===== src/rtl/truth_table_sweeper_pkg.sv =====
// Shared definitions for the truth-table sweeper: FSM state encoding and settle-counter width.
package truth_table_sweeper_pkg;

    localparam int SETTLE_W = 4;

    typedef enum logic [1:0] {
        ST_IDLE = 2'd0,
        ST_RUN  = 2'd1,
        ST_DONE = 2'd2
    } state_t;

endpackage


===== src/rtl/truth_table_sweeper_if.sv =====
// Sweeper-to-host/DUT signal bundle; master is the sweeper side, slave is the host/DUT side.
interface truth_table_sweeper_if #(
    parameter int N_IN = 4
);
    logic            start;
    logic [N_IN-1:0] vec;
    logic            dut_y;
    logic            busy;
    logic            done;
    logic            pass;
    logic [N_IN:0]   err_count;
    logic [N_IN-1:0] first_err_vec;
    logic            first_err_valid;

    modport master (
        input  start, dut_y,
        output vec, busy, done, pass, err_count, first_err_vec, first_err_valid
    );

    modport slave (
        output start, dut_y,
        input  vec, busy, done, pass, err_count, first_err_vec, first_err_valid
    );
endinterface


===== src/rtl/truth_table_sweeper_settle_counter.sv =====
// Loadable down-counter with a zero flag; paces how long each vector is held before sampling.
module tt_settle_counter
    import truth_table_sweeper_pkg::*;
(
    input  logic                clk,
    input  logic                rst_n,
    input  logic                load,
    input  logic                dec,
    input  logic [SETTLE_W-1:0] load_value,
    output logic                zero
);

    logic [SETTLE_W-1:0] count;

    // load wins over decrement so a new vector always starts with a full settle window
    always_ff @(posedge clk or negedge rst_n) begin
        if (!rst_n) begin
            count <= '0;
        end else if (load) begin
            count <= load_value;
        end else if (dec) begin
            count <= count - 1'b1;
        end
    end

    assign zero = (count == '0);

endmodule


===== src/rtl/truth_table_sweeper.sv =====
// Drives every input vector in ascending order, compares the DUT output against a golden table,
// and reports mismatch count, first failing vector and pass/fail through a start/done handshake.
module truth_table_sweeper
    import truth_table_sweeper_pkg::*;
#(
    parameter int                        N_IN     = 4,
    parameter logic [(2**N_IN)-1:0]      EXPECTED = '0,
    parameter int                        SETTLE   = 1
) (
    input  logic                   clk,
    input  logic                   rst_n,
    truth_table_sweeper_if.master  bus
);

    localparam logic [N_IN-1:0]     LAST_VEC  = '1;
    localparam logic [SETTLE_W-1:0] SETTLE_LD = SETTLE_W'(SETTLE);

    state_t          state_q, state_d;
    logic [N_IN-1:0] vec_q;
    logic [N_IN:0]   err_q;
    logic [N_IN-1:0] first_vec_q;
    logic            first_valid_q;
    logic            busy_q, done_q, pass_q;

    logic cnt_load, cnt_dec, cnt_zero;
    logic accept, sample, mismatch, last_vec;

    tt_settle_counter u_settle (
        .clk        (clk),
        .rst_n      (rst_n),
        .load       (cnt_load),
        .dec        (cnt_dec),
        .load_value (SETTLE_LD),
        .zero       (cnt_zero)
    );

    always_ff @(posedge clk or negedge rst_n) begin
        if (!rst_n) begin
            state_q <= ST_IDLE;
        end else begin
            state_q <= state_d;
        end
    end

    always_comb begin
        state_d  = state_q;
        cnt_load = 1'b0;
        cnt_dec  = 1'b0;
        accept   = 1'b0;
        sample   = 1'b0;
        last_vec = (vec_q == LAST_VEC);
        case (state_q)
            ST_IDLE: begin
                if (bus.start) begin
                    accept   = 1'b1;
                    cnt_load = 1'b1;
                    state_d  = ST_RUN;
                end
            end
            ST_RUN: begin
                if (!cnt_zero) begin
                    cnt_dec = 1'b1;
                end else begin
                    sample = 1'b1;
                    if (last_vec) begin
                        state_d = ST_DONE;
                    end else begin
                        cnt_load = 1'b1;
                    end
                end
            end
            ST_DONE: state_d = ST_IDLE;
            default: state_d = ST_IDLE;
        endcase
    end

    // 4-state compare: an X or Z from the DUT is scored as a failure
    assign mismatch = sample && (bus.dut_y !== EXPECTED[vec_q]);

    // done and pass are registered together, so pass is already valid in the done cycle
    always_ff @(posedge clk or negedge rst_n) begin
        if (!rst_n) begin
            vec_q         <= '0;
            err_q         <= '0;
            first_vec_q   <= '0;
            first_valid_q <= 1'b0;
            busy_q        <= 1'b0;
            done_q        <= 1'b0;
            pass_q        <= 1'b0;
        end else begin
            done_q <= (state_q == ST_DONE);
            if (state_q == ST_DONE) begin
                pass_q <= (err_q == '0);
            end
            if (accept) begin
                vec_q         <= '0;
                err_q         <= '0;
                first_vec_q   <= '0;
                first_valid_q <= 1'b0;
                busy_q        <= 1'b1;
            end
            if (sample) begin
                if (mismatch) begin
                    err_q <= err_q + 1'b1;
                    if (!first_valid_q) begin
                        first_vec_q   <= vec_q;
                        first_valid_q <= 1'b1;
                    end
                end
                if (last_vec) begin
                    busy_q <= 1'b0;
                end else begin
                    vec_q <= vec_q + 1'b1;
                end
            end
        end
    end

    assign bus.vec             = vec_q;
    assign bus.busy            = busy_q;
    assign bus.done            = done_q;
    assign bus.pass            = pass_q;
    assign bus.err_count       = err_q;
    assign bus.first_err_vec   = first_vec_q;
    assign bus.first_err_valid = first_valid_q;

endmodule


===== src/flat_wrapper.sv =====
// flat-port wrapper written by rule: the top's interface ports become plain ports
module truth_table_sweeper_flat import truth_table_sweeper_pkg::*;
#(
    parameter int                        N_IN     = 4,
    parameter logic [(2**N_IN)-1:0]      EXPECTED = '0,
    parameter int                        SETTLE   = 1
)
  (clk, rst_n, bus_start, bus_dut_y, bus_vec, bus_busy, bus_done, bus_pass, bus_err_count, bus_first_err_vec, bus_first_err_valid);
  truth_table_sweeper_if #(.N_IN(N_IN)) bus_i ();
  input  logic clk;
  input  logic rst_n;
  input wire logic [$bits(bus_i.start)-1:0] bus_start;
  input wire logic [$bits(bus_i.dut_y)-1:0] bus_dut_y;
  output wire logic [$bits(bus_i.vec)-1:0] bus_vec;
  output wire logic [$bits(bus_i.busy)-1:0] bus_busy;
  output wire logic [$bits(bus_i.done)-1:0] bus_done;
  output wire logic [$bits(bus_i.pass)-1:0] bus_pass;
  output wire logic [$bits(bus_i.err_count)-1:0] bus_err_count;
  output wire logic [$bits(bus_i.first_err_vec)-1:0] bus_first_err_vec;
  output wire logic [$bits(bus_i.first_err_valid)-1:0] bus_first_err_valid;
  assign bus_i.start = bus_start;
  assign bus_i.dut_y = bus_dut_y;
  assign bus_vec = bus_i.vec;
  assign bus_busy = bus_i.busy;
  assign bus_done = bus_i.done;
  assign bus_pass = bus_i.pass;
  assign bus_err_count = bus_i.err_count;
  assign bus_first_err_vec = bus_i.first_err_vec;
  assign bus_first_err_valid = bus_i.first_err_valid;
  truth_table_sweeper #(.N_IN(N_IN), .EXPECTED(EXPECTED), .SETTLE(SETTLE)) u_core (.clk(clk), .rst_n(rst_n), .bus(bus_i));
endmodule

===== config.mk =====
export PLATFORM = sky130hd
export DESIGN_NAME = truth_table_sweeper_flat
export DESIGN_NICKNAME = d
export VERILOG_FILES = /design/src/rtl/truth_table_sweeper_pkg.sv /design/src/rtl/truth_table_sweeper_if.sv /design/src/rtl/truth_table_sweeper_settle_counter.sv /design/src/rtl/truth_table_sweeper.sv /design/src/flat_wrapper.sv
export SDC_FILE = /design/constraint.sdc
export NUM_CORES = 1
export LEC_CHECK = 0
export CORE_MARGIN = 5
export CORE_UTILIZATION = 40
export DETAILED_ROUTE_END_ITERATION = 8
export GPL_TIMING_DRIVEN = 0
export HOLD_SLACK_MARGIN = 0.02
export MAX_ROUTING_LAYER = met4
export SETUP_SLACK_MARGIN = 0.3
export SLEW_MARGIN = 20
export SYNTH_ARGS = -nofsm -noshare
export SYNTH_HDL_FRONTEND = slang
export SYNTH_SLANG_ARGS = --single-unit
export TNS_END_PERCENT = 100

===== constraint.sdc =====
create_clock -name clk -period 4.05 [get_ports clk]
set_clock_uncertainty 0.05 [all_clocks]
set_input_delay 0.81 -clock clk [delete_from_list [all_inputs] [get_ports clk]]
set_output_delay 0.81 -clock clk [all_outputs]
set_load 0.1 [all_outputs]

Word-level counts from Yosys, hierarchy flattened
Memories as Yosys holds them, arrays and structs flattened. Cells that the tools add are included.

Bits in registers: 23. Memory bits (read-only): 16. Input bits: 4. Memories kept: 1.

Memories: (name not given) (depth 16, width 1, read ports 1, clocked after Yosys merged registers in 0, wr ports 0, RTL line truth_table_sweeper.sv:78) `assign mismatch = sample && (bus.dut_y !== EXPECTED[vec_q]);`.

Add/subtract/negate cells: 3. Magnitude comparators: 1. Equal/unequal tests: 7. Multiplexer cells: 33. Reductions and logical operators: 6.

Operators with widths (count): $mux W4 (9); $mux W1 (16); $mux W5 (3); $mux W2 (3); $add A5 B1 Y5 const B (1); $logic_not A5 Y1 (1); $lt A4 B5 Y1 const B (1); $add A4 B1 Y4 const B (1); $eq A4 B4 Y1 const B (1); $logic_not A4 Y1 (1); $ne A2 B1 Y1 const B (2); $pmux W2 S2 (1); $sub A4 B1 Y4 const B (1); $reduce_and A3 Y1 (1); $eq A2 B1 Y1 const B (1); $eq A2 B2 Y1 const B (1); $logic_not A2 Y1 (1); $ne A2 B2 Y1 const B (1); $pmux W1 S2 (1); $reduce_bool A2 Y1 (1); $logic_and A1 B1 Y1 (1); $nex A1 B1 Y1 (1).

Longest topological paths before layout
Gate-level depths: netlist of the first run.

Word-level depth: 6. Mapped depth: 6.

By module
A second synthesis of the first run with hierarchy kept.

Cells, all modules: 110. Area total of the unflattened synthesis: 1147.4 µm².

Modules (own cells, without submodules): truth_table_sweeper (times used 1, cells an instance 89, area an instance 917.1 µm²); tt_settle_counter (times used 1, cells an instance 21, area an instance 230.2 µm²).

Worst setup path after synthesis of the first run
No wires, ideal clock.

Path type: flip-flop to flip-flop. Start point: reg u_core.vec_q[0] (netlist: u_core.bus.vec[0]). End point: reg u_core.vec_q[1] (netlist: u_core.bus.vec[1]). Arrival time: 1.990 ns. Data required time: 3.875 ns. Slack: 1.886 ns. Cell stages (with the launch flop): 5. Period minus slack after synthesis: 2.164 ns. Path through: dfrtp_1 > ha_1 > nand3_1 > nand3_1 > mux2_2.

Cells in the longest elaborated chain, start to end: 3. Elaborated cells on any way between the ends: 4.

Ends and longest elaborated chain: start, declared (RTL line truth_table_sweeper.sv:19) `logic [N_IN-1:0] vec_q;`; start signal, assigned (RTL line truth_table_sweeper.sv:113) `vec_q <= vec_q + 1'b1;`; $add A4 B1 Y4 or $eq A4 B4 Y1 (tied branches) (RTL line truth_table_sweeper.sv:113, truth_table_sweeper.sv:51); $mux W4 * (RTL line truth_table_sweeper.sv:110) `if (last_vec) begin`; $mux W4 * (RTL line truth_table_sweeper.sv:102) `if (sample) begin`.

Every way passes the cells marked *; elsewhere a longest branch is shown, timed or not. A chain may end at the register's enable or synchronous reset.

Worst setup path in the final report of the first run
Start point: reg u_core.vec_q[0] (netlist: u_core.bus.vec[0]). End point: out bus_vec[0].

RTL lines: end, declared (RTL line flat_wrapper.sv:14) `output wire logic [$bits(bus_i.vec)-1:0] bus_vec;`.

No word-level cell between the ends.

==> key figures, run 1 <==
Status
  • Outcome: complete, no violations

GRT
  • Remaining Overflow, GRT: 0
  • Largest net degree at the start of global routing: 24
  • First-pass GRT wire length: 4110 um
  • Initial antenna violation count: 0
  • Vias in the first global route: 891
  • Total track usage: 12.8%

Layout
  • Fill cell count: 267
  • Share of layout cells above drive strength 1: 8.82%
  • Area delta synth->final: 22.3%
  • Nets: 145
  • Antenna diodes: 0

Setup path
  • Required time of the worst setup path: 3190 ps
  • Crit Path Class: reg2out
  • Critical Path Max Stage Delay: 1170 ps
  • CP arrival: 1940 ps
  • Slowest cell on crit path: clkdlybuf4s50_1
  • CP bufs+invs: 1
  • Crit-path max FO: 7
  • Cell family with most CP delay: buffers and inverters
  • CP endpoint kind: output port
  • Cells along the critical path: clkdlybuf4s50_1
  • CP Launch Type: flop

Drt
  • Final WL: 2390 um
  • Pre-Repair DR Iteration Count: 4
  • DRT antenna net count: 0
  • DR WL/cell: 14.3 um
  • Residual DRC: 0
  • Initial DRC count: 30
  • Via count: 903
  • Vias per cell: 5.41

Logic synthesis
  • Distinct cells, synth: 34
  • Count leader, synth: dfrtp_1
  • Top cells by count, synth: dfrtp_1, nand3_1, nand2_1
  • Asr flop ratio synth: 100%
  • Avg Cell Area, Syn: 10.4 um^2
  • Synth Warn #: 0
  • Syn Inst Count: 112
  • #FFs+latches synth: 23
  • Top post-synthesis cells by area: dfrtp_1, mux2i_1, nand3_1
  • Sequential element share of the synthesized area: 49.3%
  • Share of the synthesized area in the top cell type: 49.3%
  • Post-synth EDFFs: 0
  • Synthesized Nets: 120
  • Synthesized area: 1170 um^2
  • Most used DFF post-synth: dfrtp_1
  • Largest area contributor in the netlist: dfrtp_1

CTS
  • CTS Buf Count: 3
  • Post-CTS Setup Repair Bufs: 0
  • Cts hold-fix bufs: 0
  • CTS-repair resized insts: 0
  • Root Buffer: clkbuf_4
  • CTS tree: done
  • Clk buf depth: 2
  • Worst-skew pair later-pin latency: 310 ps
  • Reg clk slew, reported paths: 130 ps
  • CTS sink cnt: 23
  • Deepest level of the CTS H-tree: 1

Run
  • Max-cap check violation count: 0

Floorplan
  • Area of the die: 4100 um^2
  • Core Box Area: 2780 um^2
  • Initial Util: 42.0%
  • Die height: 64.0 um
  • Die width: 64.0 um
  • Number of core rows: 19
  • I/O pins: 21

Worst hold path
  • Worst hold-check path type: in2async

STA
  • Tmin final: 2800 ps
  • RSZ-0062 raised after global routing: no
  • Tcrit/Tclk final: 69.2%
  • Final setup TNS: 0 ps
  • Final Setup Violations: 0
  • Worst Max-Slew Pin Slew: 971 ps
  • Slew Limit Headroom: 35.1%
  • Hold Fails Final Rpt: 0
  • Maximum clock rate: 357 MHz
  • Max-slew violations: 0

Place
  • Routability cong.: 0.777
  • I/O Buffers: 20
  • DP HPWL: 1710 um
## kinds of logic (layout without fill, tap and decap cells)
| kind of cell | count (synthesis) | after routing | synth area share, % |
|---|---|---|---|
| buf+inv | 11 | 35 | 4.18 |
| flops | 23 | 23 | 49.3 |
| simple gates | 47 | 47 | 23.5 |
| compound gates | 16 | 16 | 9.00 |
| mux | 11 | 11 | 9.75 |
| fa+ha+maj | 4 | 4 | 4.29 |
## worst paths after layout
path	start	to	slack (ps)	depth (start not counted)
setup / recovery	u_core.bus.vec[0]$_DFF_PN0_	bus_vec[0]	1250	1
hold / removal	rst_n	u_core.bus.pass$_DFFE_PN0P_	400	1
setup reg to reg	u_core.u_settle.count[0]$_DFFE_PN0P_	u_core.bus.vec[1]$_DFF_PN0_	2050	5
hold reg to reg	u_core.bus.pass$_DFFE_PN0P_	u_core.bus.pass$_DFFE_PN0P_	470	1
max in group asynchronous	rst_n	u_core.bus.err_count[2]$_DFF_PN0_	3190	1
min in group clk	u_core.bus.pass$_DFFE_PN0P_	u_core.bus.pass$_DFFE_PN0P_	470	1
## worst reg2reg max path, cell delays in order (launching register included)
cell and delay (ps):
dfrtp_1 430, inv_1 90, ha_1 220, nor3b_2 560
nand3_1 240, mux2_2 320
## registers in the layout (all words and copies together), names as in the netlist
name                        flops
u_core.bus.first_err_vec        4
u_core.bus.done                 1
u_core.bus.vec                  4
u_core.u_settle.count           4
u_core.bus.first_err_valid      1
u_core.bus.busy                 1
u_core.state_q                  2
u_core.bus.err_count            5
u_core.bus.pass                 1
## placed cells by master, fill, tap and decap left out, types with 4 or more instances in the layout
cell,n
ha_1,4
nor2_1,5
nand2_1,10
dfrtp_1,23
nand3_1,12
o21ai_0,6
mux2i_1,8
clkdlybuf4s50_1,19
inv_1,8
## cell type report
type                            instances  area (um^2)  share of cell area, %
Tap cell                               31         38.8                   2.72
Multi-Input combinational cell         78          543                   38.0
Timing Repair Buffer                   20          195                   13.7
Clock buffer                            4         26.3                   1.84
Inverter                                8         30.0                   2.10
Sequential cell                        23          576                   40.3
Buffer                                  3         18.8                   1.31
## stage by stage
| step | instance area [um^2] | setup WS, ps | instances | hold WS (ps) | util, % |
|---|---|---|---|---|---|
| after floorplan | 1170 | 1890 | 112 | 464 | - |
| after global placement | 1410 | 1550 | 163 | 440 | 50.6 |
| after detailed placement | 1410 | 1540 | 163 | 452 | 50.6 |
| final | 1430 | 1250 | 167 | 405 | 51.3 |
| after global routing | 1430 | 1160 | 167 | 426 | 51.3 |
| after CTS | 1430 | 1220 | 167 | 485 | 51.5 |
## per-layer routing
layer  GRT usage (%)  vias up  routed length, um
met5               -        -                  0
met4            3.90        0                 21
met3            2.28        4                 80
met2            19.0       17               1110
met1            17.9      428               1180
li1                -      454                  -
Power of run 1 is not shown: default switching activity piles up to over one toggle a cycle in this logic, so the estimate is an artifact.
==> run 2: changes to the inputs <==
clock period = 2.6 ns   (was 4.05 ns; I/O delays follow)
==> run 2 against run 1 <==
  * Cell area is 1.4% lower
  * Sequential share of layout area up 0.57 points
  * Critical endpoint unchanged
  * Non-clock buffer count unchanged
  * Critical path type unchanged
  * Flip-flop and latch count unchanged
  * Via count fell by 0.11%
  * Worst hold slack worse by 290 ps
  * Count of clock-buffer cells in the layout unchanged
  * Cell count unchanged
  * Die area unchanged
  * Core utilization is 0.72 points lower
  * Critical path depth unchanged
  * Register-to-register slack got worse by 1400 ps
==> key figures, run 2 (synthesis gave the netlist of run 1 again) <==
Layout
  • Commonest non-fill, non-tap cells in the layout: dfrtp_1, dlygate4sd2_1, nand3_1 (was dfrtp_1, clkdlybuf4s50_1, nand3_1)
  • Area delta synth->final: 20.6% (was 22.3%)
  • Layout Cells excl Fill: 167 (unchanged)
  • Fill cell count: 277 (was 267)
  • Max FFs per register: 5 (unchanged)
  • Antenna diodes: 0 (unchanged)
  • Share of layout cells above drive strength 1: 8.82% (unchanged)
  • Most common cell after layout, fill and taps aside: dfrtp_1 (unchanged)
  • Nets: 145 (unchanged)

STA
  • Worst Max-Slew Pin Slew: 960 ps (was 971 ps)
  • Tmin final: 2230 ps
  • RSZ-0062 raised after global routing: no (unchanged)
  • Maximum clock rate: 449 MHz
  • Tcrit/Tclk final: 85.7%
  • Hold Fails Final Rpt: 0 (unchanged)
  • Hold slack: 115 ps (was 405 ps)
  • Final setup TNS: 0 ps (unchanged)
  • Final Setup Violations: 0 (unchanged)
  • Slew Limit Headroom: 36.2% (was 35.1%)
  • Max-slew violations: 0 (unchanged)

Run
  • Max-cap check violation count: 0 (unchanged)

Worst hold path
  • Worst hold-check path type: in2async (unchanged)

Drt
  • Final WL: 2380 um (was 2390 um)
  • Pre-Repair DR Iteration Count: 4 (unchanged)
  • DRT antenna net count: 0 (unchanged)
  • Wire length on met1: 1170 um (was 1180 um)
  • DR WL/cell: 14.3 um (about the same)
  • Via count: 902 (was 903)
  • Max layer used: met4 (unchanged)
  • Residual DRC: 0 (unchanged)
  • Initial DRC count: 30 (unchanged)
  • Metal3 WL: 82 um (was 80 um)
  • Vias per cell: 5.40 (was 5.41)
  • Met2 WL: 1110 um (about the same)

Status
  • Outcome: complete, no violations (unchanged)

Setup path
  • Cells along the critical path: dlygate4sd2_1 (was clkdlybuf4s50_1)
  • CP endpoint kind: output port (unchanged)
  • CP Launch Type: flop (unchanged)
  • Cell family with most CP delay: buffers and inverters (unchanged)
  • Crit Path Class: reg2out (unchanged)
  • Worst flop-to-flop path startpoint: u_core.u_settle.count[0]$_DFFE_PN0P_ (unchanged)
  • CP bufs+invs: 1 (unchanged)
  • CP arrival: 1660 ps (was 1940 ps)
  • Slowest cell on crit path: dlygate4sd2_1 (was clkdlybuf4s50_1)
  • Crit path depth: 1 (unchanged)
  • Required time of the worst setup path: 2030 ps (was 3190 ps)
  • FF-to-FF End: u_core.bus.vec[1]$_DFF_PN0_ (unchanged)
  • Crit-path max FO: 7 (unchanged)
  • FF-to-FF setup slack: 600 ps (was 2050 ps)
  • Register-to-Register Path Depth: 5 (unchanged)
  • Critical Path Max Stage Delay: 890 ps (was 1170 ps)

GRT
  • Largest net degree at the start of global routing: 24 (unchanged)
  • Initial antenna violation count: 0 (unchanged)
  • First-pass GRT wire length: 4140 um (was 4110 um)
  • Total track usage: 12.9% (was 12.8%)
  • Vias in the first global route: 897 (was 891)
  • Remaining Overflow, GRT: 0 (unchanged)

Floorplan
  • Die height: 64.0 um (unchanged)
  • Initial Util: 42.0% (unchanged)
  • I/O pins: 21 (unchanged)
  • Core Box Area: 2780 um^2 (unchanged)
  • Area of the die: 4100 um^2 (unchanged)
  • Number of core rows: 19 (unchanged)
  • Die width: 64.0 um (unchanged)

CTS
  • CTS sink cnt: 23 (unchanged)
  • CTS tree: done (unchanged)
  • Root Buffer: clkbuf_4 (unchanged)
  • Post-CTS Setup Repair Bufs: 0 (unchanged)
  • Cts hold-fix bufs: 0 (unchanged)
  • CTS Buf Count: 3 (unchanged)
  • Deepest level of the CTS H-tree: 1 (unchanged)
  • Clk buf depth: 2 (unchanged)
  • Worst-skew pair later-pin latency: 310 ps (about the same)
  • Reg clk slew, reported paths: 130 ps (about the same)
  • CTS-repair resized insts: 17 (was 0)

Place
  • DP HPWL: 1710 um (unchanged)
  • I/O Buffers: 20 (unchanged)
  • Routability cong.: 0.777 (unchanged)
  • Inst Count DP: 163 (unchanged)
==> run 2: worst max-delay path by stage <==
stage / from / to / slack, ps
after global placement: bus_start / u_core.bus.err_count[0]$_DFF_PN0_ / 390
after global routing: u_core.bus.vec[0]$_DFF_PN0_ / bus_vec[0] / 310
final: u_core.bus.vec[0]$_DFF_PN0_ / bus_vec[0] / 370
after detailed placement: bus_start / u_core.bus.err_count[0]$_DFF_PN0_ / 380
after CTS: u_core.bus.vec[0]$_DFF_PN0_ / bus_vec[0] / 360
after floorplan: u_core.bus.vec[0]$_DFF_PN0_ / u_core.bus.vec[1]$_DFF_PN0_ / 440
==> run 2: final cells by class <==
| type | count | area, um^2 | area share, % |
|---|---|---|---|
| Buffer | 3 | 18.8 | 1.33 |
| Timing Repair Buffer | 20 | 175 | 12.4 |
| Sequential cell | 23 | 576 | 40.9 |
| Clock buffer | 4 | 26.3 | 1.87 |
| Multi-Input combinational cell | 78 | 543 | 38.6 |
| Tap cell | 31 | 38.8 | 2.76 |
| Inverter | 8 | 30.0 | 2.13 |
==> run 2: per-layer routing <==
metal,GRT usage [%],vias up
li1,-,455
met1,17.9,426
met2,19.0,17
met3,2.63,4
met4,3.90,0
met5,-,-
==> run 2: stage by stage <==
stage | util (%) | cell area [um^2] | setup slack [ps]
after detailed placement | 50.6 | 1410 | 375
after global routing | 50.6 | 1410 | 311
after CTS | 50.7 | 1410 | 357
after floorplan | - | 1170 | 436
final | 50.6 | 1410 | 372
after global placement | 50.6 | 1410 | 394
Power of run 2 is left out for the same reason.
